[config.mk]
export PLATFORM = sky130hd
export DESIGN_NAME = cascade_stage_scheduler
export DESIGN_NICKNAME = d
export VERILOG_FILES = /design/src/rtl/cascade_stage_scheduler.sv
export SDC_FILE = /design/constraint.sdc
export NUM_CORES = 1
export LEC_CHECK = 0
export BUFFER_PORTS_ARGS = -buffer_cell sky130_fd_sc_hd__buf_2
export CORE_MARGIN = 2
export CORE_UTILIZATION = 45
export CTS_BUF_LIST = sky130_fd_sc_hd__clkbuf_4
export CTS_CLUSTER_DIAMETER = 200
export DETAILED_ROUTE_END_ITERATION = 16
export PLACE_DENSITY = 0.83
export SETUP_SLACK_MARGIN = 0.4
export SLEW_MARGIN = 30
export SYNTH_ARGS = -nofsm -noshare
export SYNTH_HDL_FRONTEND = slang
export SYNTH_SLANG_ARGS = --single-unit
[constraint.sdc]
create_clock -name clk_i -period 2.7 [get_ports clk_i]
set_input_delay 0.27 -clock clk_i [delete_from_list [all_inputs] [get_ports clk_i]]
set_output_delay 0.27 -clock clk_i [all_outputs]
set_load 0.01 [all_outputs]
[src/rtl/cascade_stage_scheduler.sv]
// Viola-Jones cascade sequencer for one detection window: fetches stage
// descriptors, streams feature addresses, and turns stage verdicts into a
// face / no-face result.
//
// Ports:
//   clk_i, rst_ni                   clock, async active-low reset
//   start_i, num_stages_i, abort_i  window control from the window controller
//   busy_o, done_o, result_o        window status; result held between windows
//   stage_idx_o                     current / last evaluated stage
//   desc_rd_o, desc_addr_o          stage descriptor read request
//   desc_val_i, desc_threshold_i,
//   desc_feat_cnt_i, desc_feat_base_i  stage descriptor return
//   stage_clr_o, stage_threshold_o,
//   stage_threshold_val_o, stage_last_o  stage accumulator / comparator control
//   feat_val_o, feat_addr_o,
//   feat_last_o, feat_rdy_i         feature request stream (valid/ready)
//   verdict_val_i, verdict_pass_i   stage comparator verdict
module cascade_stage_scheduler #(
  parameter int STAGE_W = 5,
  parameter int FEAT_W  = 12,
  parameter int ADDR_W  = 16
) (
  input  logic               clk_i,
  input  logic               rst_ni,
  input  logic               start_i,
  input  logic [STAGE_W-1:0] num_stages_i,
  input  logic               abort_i,
  output logic               busy_o,
  output logic               done_o,
  output logic               result_o,
  output logic [STAGE_W-1:0] stage_idx_o,
  output logic               desc_rd_o,
  output logic [STAGE_W-1:0] desc_addr_o,
  input  logic               desc_val_i,
  input  logic [31:0]        desc_threshold_i,
  input  logic [FEAT_W-1:0]  desc_feat_cnt_i,
  input  logic [ADDR_W-1:0]  desc_feat_base_i,
  output logic               stage_clr_o,
  output logic [31:0]        stage_threshold_o,
  output logic               stage_threshold_val_o,
  output logic               stage_last_o,
  output logic               feat_val_o,
  output logic [ADDR_W-1:0]  feat_addr_o,
  output logic               feat_last_o,
  input  logic               feat_rdy_i,
  input  logic               verdict_val_i,
  input  logic               verdict_pass_i
);

  typedef enum logic [2:0] {
    S_IDLE,
    S_FETCH,
    S_LOAD,
    S_ISSUE,
    S_WAIT,
    S_DONE
  } state_e;

  state_e state_q, state_d;

  logic [STAGE_W-1:0] stage_q, stage_d;
  logic [STAGE_W-1:0] nstg_q, nstg_d;
  logic [31:0]        thr_q, thr_d;
  logic [FEAT_W-1:0]  cnt_q, cnt_d;
  logic [FEAT_W-1:0]  k_q, k_d;
  logic [ADDR_W-1:0]  base_q, base_d;
  logic               result_q, result_d;

  logic last_stage;
  logic last_feat;
  logic stage_pass;

  assign last_stage = (stage_q == nstg_q - STAGE_W'(1));
  assign last_feat  = (k_q == cnt_q - FEAT_W'(1));

  always_comb begin
    state_d    = state_q;
    stage_d    = stage_q;
    nstg_d     = nstg_q;
    thr_d      = thr_q;
    cnt_d      = cnt_q;
    k_d        = k_q;
    base_d     = base_q;
    result_d   = result_q;
    stage_pass = 1'b0;

    unique case (state_q)
      S_IDLE: begin
        if (start_i) begin
          nstg_d  = num_stages_i;
          stage_d = '0;
          if (num_stages_i == '0) begin
            // An empty cascade rejects nothing.
            result_d = 1'b1;
            state_d  = S_DONE;
          end else begin
            state_d = S_FETCH;
          end
        end
      end
      S_FETCH: begin
        if (desc_val_i) begin
          thr_d   = desc_threshold_i;
          cnt_d   = desc_feat_cnt_i;
          base_d  = desc_feat_base_i;
          state_d = S_LOAD;
        end
      end
      S_LOAD: begin
        // A featureless stage passes without a verdict.
        if (cnt_q == '0) begin
          stage_pass = 1'b1;
        end else begin
          k_d     = '0;
          state_d = S_ISSUE;
        end
      end
      S_ISSUE: begin
        if (feat_rdy_i) begin
          k_d = k_q + FEAT_W'(1);
          if (last_feat) state_d = S_WAIT;
        end
      end
      S_WAIT: begin
        if (verdict_val_i) begin
          if (verdict_pass_i) begin
            stage_pass = 1'b1;
          end else begin
            result_d = 1'b0;
            state_d  = S_DONE;
          end
        end
      end
      S_DONE: begin
        state_d = S_IDLE;
      end
      default: begin
        state_d = S_IDLE;
      end
    endcase

    if (stage_pass) begin
      if (last_stage) begin
        result_d = 1'b1;
        state_d  = S_DONE;
      end else begin
        stage_d = stage_q + STAGE_W'(1);
        state_d = S_FETCH;
      end
    end

    // Abort freezes everything except the return to IDLE.
    if (abort_i) begin
      state_d  = S_IDLE;
      stage_d  = stage_q;
      nstg_d   = nstg_q;
      result_d = result_q;
    end
  end

  always_ff @(posedge clk_i or negedge rst_ni) begin
    if (!rst_ni) begin
      state_q  <= S_IDLE;
      stage_q  <= '0;
      nstg_q   <= '0;
      thr_q    <= '0;
      cnt_q    <= '0;
      k_q      <= '0;
      base_q   <= '0;
      result_q <= 1'b0;
    end else begin
      state_q  <= state_d;
      stage_q  <= stage_d;
      nstg_q   <= nstg_d;
      thr_q    <= thr_d;
      cnt_q    <= cnt_d;
      k_q      <= k_d;
      base_q   <= base_d;
      result_q <= result_d;
    end
  end

  assign busy_o                = (state_q != S_IDLE);
  assign done_o                = (state_q == S_DONE);
  assign result_o              = result_q;
  assign stage_idx_o           = stage_q;
  assign desc_rd_o             = (state_q == S_FETCH);
  assign desc_addr_o           = stage_q;
  assign stage_clr_o           = (state_q == S_LOAD);
  assign stage_threshold_val_o = (state_q == S_LOAD);
  assign stage_threshold_o     = thr_q;
  assign stage_last_o          = busy_o && last_stage;
  assign feat_val_o            = (state_q == S_ISSUE);
  assign feat_addr_o           = base_q + ADDR_W'(k_q);
  assign feat_last_o           = feat_val_o && last_feat;

endmodule

=== Word-level counts from Yosys, hierarchy flattened ===
Index checks and enable logic that the tools add are counted.

* Input port bits: 73
* Output and inout bits: 67
* Register bits: 86
* Logic and storage cells: 71

* Bitwise logic cells: 1
* Reductions and logical operators: 11
* Equal/unequal tests: 16
* Mux-type cells: 30
* Add/sub/neg operators: 5

{| class="wikitable"
|+ Operators by type and width
! kind !! count
|-
| 3-bit 2-to-1 mux || 11
|-
| 12-bit 2-to-1 mux || 2
|-
| 12-bit case mux with 2 select lines || 1
|-
| 5-bit 2-to-1 mux || 4
|-
| 16-bit by 12-bit adder with 16-bit output || 1
|-
| 4-bit inequality test (second input constant) || 4
|-
| 3-bit case mux with 5 select lines || 1
|-
| 12-bit by 1-bit adder with 12-bit output (second input constant) || 1
|-
| 12-bit == test || 1
|-
| 12-bit logical NOT || 1
|-
| 4-bit by 2-bit inequality test with 1-bit output (second input constant) || 3
|-
| 12-bit by 1-bit subtractor with 12-bit output (second input constant) || 1
|-
| 1-bit 2-to-1 mux || 9
|-
| 7-bit AND reduction || 1
|-
| 3-bit by 2-bit == test with 1-bit output (second input constant) || 2
|-
| 3-bit == test (second input constant) || 2
|-
| 3-bit AND reduction || 2
|-
| 5-bit by 1-bit adder with 5-bit output (second input constant) || 1
|-
| 5-bit == test || 1
|-
| 5-bit logical NOT || 1
|-
| 5-bit by 1-bit subtractor with 5-bit output (second input constant) || 1
|-
| 1-bit case mux with 2 select lines || 2
|-
| 3-bit by 1-bit == test with 1-bit output (second input constant) || 1
|-
| 3-bit logical NOT || 1
|-
| 7 further kinds || 8
|}

=== Depth between registers and ports, before layout ===
Gate-level depths: netlist (run 1).

* Depth after elaboration: 7
* Gate-level depth with buffers: 9
* Mapped depth without buffers: 9

=== Worst setup path before layout (run 1) ===
OpenSTA, ideal clock, no wires.

* Kind: register to register
* Start point: register cnt_q[2]
* End point: register stage_q[2] (netlist: desc_addr_o[2])
* Library setup time: 0.126 ns
* Path buffers: 0
* Stages on the path, launching flop included: 7
* Data required time: 2.574 ns
* Data arrival time: 2.384 ns
* Setup slack: 0.190 ns
* Clock period less this slack: 2.510 ns
* Cell sequence: dfrtp_1 or4_4 or4_4 and2_4 a21o_1 a21o_1 a221o_1

* Word-level cells in the longest chain between the ends: 4

{| class="wikitable"
|+ RTL lines
! what !! RTL line !! source
|-
| start: declaration || 64 || <nowiki>logic [FEAT_W-1:0] cnt_q, cnt_d;</nowiki>
|-
| start signal: assignment || 176 || <nowiki>cnt_q <= cnt_d;</nowiki>
|-
| 12-bit logical NOT || 111 || <nowiki>if (cnt_q == '0) begin</nowiki>
|-
| 1-bit 2-to-1 mux || 111 ||
|-
| 1-bit case mux with 2 select lines || 87 || <nowiki>unique case (state_q)</nowiki>
|-
| 5-bit 2-to-1 mux || 142 || <nowiki>if (stage_pass) begin</nowiki>
|-
| end signal: assignment || 173 || <nowiki>stage_q <= stage_d;</nowiki>
|-
| end: declaration || 61 || <nowiki>logic [STAGE_W-1:0] stage_q, stage_d;</nowiki>
|}

No other way between the ends.
A chain may end at the register's enable or synchronous reset.

=== Worst setup path after layout (run 1) ===
* Start point: register cnt_q[2]
* End point: output port feat_last_o

* Word-level cells in the longest chain between the ends: 3

{| class="wikitable"
|+ RTL lines
! what !! RTL line !! source
|-
| 12-bit by 1-bit subtractor with 12-bit output || 74 || <nowiki>assign last_feat = (k_q == cnt_q - FEAT_W'(1));</nowiki>
|-
| 12-bit == test || 74 ||
|-
| 1-bit logical AND || 195 || <nowiki>assign feat_last_o = feat_val_o && last_feat;</nowiki>
|-
| end: declaration || 44 || <nowiki>output logic feat_last_o,</nowiki>
|}

No other way between the ends.

==> results of run 1 <==
sequential cells by signal, indices dropped and copies added, names as in the netlist:
register and cells:
result_o 1, cnt_q 12, desc_addr_o 5, k_q 12, base_q 16, stage_threshold_o 32, nstg_q 5, state_q 3
per-layer routing:
layer,up-vias,global-route usage (%)
met2,173,37.0
met1,2075,25.9
li1,2018,-
met4,0,8.42
met5,-,0
met3,33,4.76
power by group through the flow:
| stage | registers [mW] | logic, mW | clock network, mW |
|---|---|---|---|
| final | 2.23 | 3.20 | 0.654 |
| after detailed placement | 2.25 | 2.73 | 0 |
| after global placement | 2.21 | 2.64 | 0 |
| after global routing | 2.30 | 3.49 | 0.725 |
| after CTS | 2.20 | 3.02 | 0.682 |
| after floorplan | 2.29 | 1.78 | 0 |
final cells by class:
| type | count | area share, % |
|---|---|---|
| Clock buffer | 10 | 1.16 |
| Clock inverter | 6 | 0.598 |
| Inverter | 20 | 1.16 |
| Multi-Input combinational cell | 329 | 43.6 |
| Sequential cell | 86 | 33.3 |
| Tap cell | 136 | 2.62 |
| Timing Repair Buffer | 192 | 17.5 |
final timing paths:
check / from / depth (start not counted) / slack, ns / end
worst max-delay path: cnt_q[2] / 6 / -0.10 / feat_last_o
worst min-delay path: desc_feat_base_i[1] / 3 / 0.03 / base_q[1]
worst max register to register: cnt_q[3] / 7 / 0.12 / desc_addr_o[2]
worst min register to register: stage_threshold_o[0] / 1 / 0.52 / stage_threshold_o[0]
max in group asynchronous: rst_ni / 3 / 1.61 / cnt_q[3]
min in group asynchronous: rst_ni / 2 / 0.33 / base_q[12]
logic make-up after synthesis:
logic type,count (synthesis),synth area share (%)
adder cells (fa/ha/maj),17,4.53
multiplexers,65,15.0
XOR/XNOR,35,6.58
AND/OR/NAND/NOR,121,13.3
AO/OA/AOI/OAI,91,12.8
buffers and inverters,40,3.55
flip-flops,86,44.2
timing repair:
action | in CTS | in global routing
pin swaps | 27 | 16
resized for setup | 35 | 32
setup endpoints to repair | 21 | 23
cloned | 0 | 0
hold buffers | 1 | 0
endpoints found under the hold margin | 38 | 0
setup buffers | 33 | 9
worst min-delay path: cells and delay by family:
family                 cells  cell delay [ns]
and+or+nand+nor            1             0.04
buffers and inverters      1             0.07
AOI/OAI and AO/OA          1             0.06
placed cells by master (no fill, tap or decap), types with 13 or more instances in the layout:
cell       n
buf_2    137
buf_4     47
dfrtp_1   79
inv_1     17
mux2_2    62
nand2_1   18
nor2_1    28
o21ai_0   19
xnor2_1   19
xor2_1    13
==> run metrics, run 1 <==
endpoints failing hold 0; RePlAce Congestion approximately 0.85; Synth Area per Inst ~11 sq um; Seq pwr share between 30 and 40%; Placed Area between 0.005 and 0.006 sq mm; Worst Setup Start Kind flip-flop; post-synth top area cell dfrtp_1; drt drc 0; Nets ~730; asr flop ratio synth between 90% and 100%; outcome finished with violations; Inserted Diodes 0; final slew viol count 0; Starting Density 46.7%; initial antenna violation count 0; Final Instance Count excl. Fillers roughly 780; clock root buffer clkbuf_4; Util after Layout slightly above 60%; CTS tree yes; VDD IR max approximately 0.52 mV; most frequent cell after synthesis dfrtp_1; post-detail-place hpwl approximately 8500 um; power share of the clock group 10.8%; slowest CP cell dfrtp_1; worst skew pair latency between 0.4 and 0.5 ns; critical path arrival approximately 2.5 ns; Design Area, Final ~0.0065 sq mm; first-pass GRT wire length 20,000 um; Clock Skew 0.0240 ns; Worst slew margin a little under two thirds; Netlist cell types 60; largest net degree at the start of global routing between 60 and 70; FF+latch count, synth 86; Syn Nets approximately 550; share of layout cells above drive strength 1 between 50 and 60%; vias in the first global route about 4.4k; area of the multi-input gates around 0.0028 sq mm; Buf/Inv on CP 1; Die Y about 110 um; final setup vio count 5; Top Layer Used met4; WL met1 a little over 5000 um; Pleak approximately 3.1 nW; H-Tree Depth 3; Total GRT Usage 21.4%; Die ar. around 0.012 sq mm; Commonest cells post-synth 86 x dfrtp_1, 63 x mux2_2, 32 x nor2_1; Primary FF master, synth dfrtp_1; final period utilization 104%; Int Power 3.70 mW; worst path cell trace or3_4 > o21a_1 > o41a_1 > a211o_1 > nor4_2 > buf_2; Area contributors post-synth dfrtp_1 44%, mux2_2 15%, ha_1 4.1%; fillers around 850; Sequential Area around 0.0022 sq mm; Worst path max stage delay between 0.4 and 0.5 ns; post-route ant nets 0; Vias/cell between 5 and 6; WP data required approximately 2.4 ns; die width between 100 and 150 um; measured slew at the worst slew-check pin 0.542 ns; I/O Pins 140; core area between 0.01 and 0.015 sq mm; placed insts between 700 and 800; total power about 6 mW; Sw Share between 30% and 40%; worst setup margin -0.104 ns; Crit Path Class flip-flop to output port; CP top delay family compound AO/OA/AOI/OAI gates; Hold Slack around 0.035 ns; Pre-antenna DRT Iters 5; Place WS approximately 0.20 ns; Detailed Route WL roughly 12,000 um; share of the synthesized area in the top cell type around 44%; Switch Pwr between 2 and 2.5 mW; 1st-iter DRT viols approximately 260; worst min path class input port to flip-flop; Syn-to-layout area delta 33.3%; pwr/cell area roughly 940 mW/mm^2; sequential area share after synthesis between 40 and 50%; Final min period about 2.8 ns; Max Clk Rate ~360 MHz; total number of vias ~4.3k; RSZ-0062 raised after global routing yes; synthesized area about 0.0049 sq mm; met2 routed WL roughly 6300 um; crit path capture type output port; Critical Path Fanout Max 4; Ys Warns 0; CTS max path bufs 2; total CTS buffers 9; Post-synth EDFFs 0; port bufs around 140; global route overflow 0; row cnt 37; clock-pin transition on the worst setup and hold timing paths about 0.15 ns; clk sinks 86; combinational share of power around 53%; Setup TNS Final -0.212 ns; max_cap viols 0; routed len/inst between 15 and 20 um; Met3 Routed Length 830 um; Post-Synthesis Cells 455; failing checks setup timing
Power figures use the tool's default switching activity.
==> inputs of run 2 (changes only) <==
- RECOVER_POWER: unset -> 25
==> run metrics, run 2 (same netlist as run 1, synthesis figures left out) <==
crit path capture type output port; Crit Path Class flip-flop to output port; largest net degree at the start of global routing 66 (unchanged); Worst path max stage delay 0.44 ns (about the same); Pre-antenna DRT Iters 5 (unchanged); max_cap viols 0 (unchanged); RSZ-0062 raised after global routing yes; Final min period 2.80 ns (-0.00183 ns); max FFs per register 32 (unchanged); drt drc 0 (unchanged); commonest non-fill, non-tap cell in the layout buf_2; vias in the first global route 4,364 (unchanged); global route overflow 0 (unchanged); Hold Slack 0.0336 ns (-0.000942 ns); die width 108 um (unchanged); Max Clk Rate 357 MHz (about the same); 1st-iter DRT viols 252 (-1.9%); Worst Setup Start Kind flip-flop; Util after Layout 62.2% (-0.072 points); worst path cell trace or3_4 > o21a_1 > o41a_1 > a211o_1 > nor4_2 > buf_2; Detailed Route WL 12,500 um (+0.23%); routed len/inst 16.1 um (+0.23%); Vias/cell 5.52 (about the same); failing checks setup timing; final period utilization 104% (about the same); post-detail-place hpwl 8490 um (unchanged); clk sinks 86 (unchanged); Die Y 108 um (unchanged); endpoints failing hold 0 (unchanged); slowest CP cell dfrtp_1; post-route ant nets 0 (unchanged); first-pass GRT wire length 20,000 um (unchanged); Total GRT Usage 21.4% (unchanged); final setup vio count 4 (-1); clock root buffer clkbuf_4; Pleak 3.08 nW (about the same); worst setup margin -0.102 ns (+0.00183 ns); core area 0.0104 sq mm (unchanged); worst min path class input port to flip-flop; clock-pin transition on the worst setup and hold timing paths 0.15 ns (about the same); Inserted Diodes 0 (unchanged); CTS tree yes; pwr/cell area 939 mW/mm^2 (+0.16%); placed insts 720 (unchanged); worst skew pair latency 0.44 ns (about the same); Starting Density 46.7% (unchanged); initial antenna violation count 0 (unchanged); total number of vias 4,301 (+0.047%); fillers 852 (+0.35%); Nets 728 (unchanged); I/O Pins 140 (unchanged); total power 6.08 mW (about the same); CP top delay family compound AO/OA/AOI/OAI gates; outcome finished with violations; WP data required 2.43 ns (about the same); Syn-to-layout area delta 33.2%; total CTS buffers 9 (unchanged); share of layout cells above drive strength 1 51.2% (unchanged); H-Tree Depth 3 (unchanged); row cnt 37 (unchanged); VDD IR max 0.525 mV (about the same); Die ar. 0.0117 sq mm (unchanged); final slew viol count 0 (unchanged); RePlAce Congestion 0.846 (unchanged); CTS max path bufs 2 (unchanged); Final Instance Count excl. Fillers 779 (unchanged); critical path arrival 2.53 ns (about the same); Critical Path Fanout Max 4 (unchanged); Buf/Inv on CP 1 (unchanged); port bufs 139 (unchanged); Worst slew margin 29.5% (-34 points); commonest cells after routing, fill and taps aside 137 x buf_2, 79 x dfrtp_1, 62 x mux2_2; measured slew at the worst slew-check pin 1.06 ns (+0.516 ns); Clock Skew 0.0269 ns (+0.00293 ns)
run 2: cell types whose count changed in the layout (fill, tap and decap cells not counted), sizes merged:
| cell | change |
|---|---|
| buf | -3 |
| clkbuf | +3 |
run 2: what timing repair did:
action                                 in CTS  in global routing
endpoints found under the hold margin      38                  0
setup buffers                              33                  9
resized for setup                          35                 32
pin swaps                                  27                 16
setup endpoints to repair                  21                 23
hold buffers                                1                  0
run 2: final timing paths:
kind / from / end / slack [ns] / cells past startpoint
worst max register to register: cnt_q[3] / desc_addr_o[2] / 0.12 / 7
min in group asynchronous: rst_ni / base_q[12] / 0.52 / 2
worst min register to register: stage_threshold_o[0] / stage_threshold_o[0] / 0.52 / 1
worst max-delay path: cnt_q[2] / feat_last_o / -0.10 / 6
worst min-delay path: desc_feat_base_i[1] / base_q[1] / 0.03 / 3
max in group asynchronous: rst_ni / cnt_q[3] / 0.96 / 3
run 2: stage by stage:
stage | worst slack [ns] | instance area (sq um) | setup TNS (ns)
6_report | -0.102 | 6480 | -0.211
5_1_grt | -0.189 | 6480 | -1.01
4_1_cts | -0.146 | 6260 | -0.248
3_5_place_dp | 0.196 | 5780 | 0
3_3_place_gp | 0.234 | 5780 | 0
2_1_floorplan | 0.305 | 4920 | 0
run 2: final cells by class:
cell class	instances	area [sq um]	area share, %
Multi-Input combinational cell	329	2830	43.7
Inverter	20	75.1	1.16
Timing Repair Buffer	192	1130	17.4
Tap cell	136	170	2.63
Clock buffer	10	75.1	1.16
Sequential cell	86	2160	33.4
Clock inverter	6	38.8	0.599
run 2: routing by layer:
metal	vias up	share of wire (%)	GRT usage (%)
met3	27	6.7	4.76
met4	0	2.3	8.42
met2	166	51	37.0
met5	-	0	0
li1	2016	-	-
met1	2092	40	25.9
run 2: worst min-delay path, cell delays in order:
cell,delay (ns)
buf_2,0.07
nand2_1,0.04
o21ai_0,0.06
run 2: report_power, final:
part	switching, mW	internal, mW	leakage [nW]
combinational	1.51	1.69	1.97
sequential	0.414	1.81	1.05
clock	0.460	0.197	0.0638
total	2.39	3.70	3.08
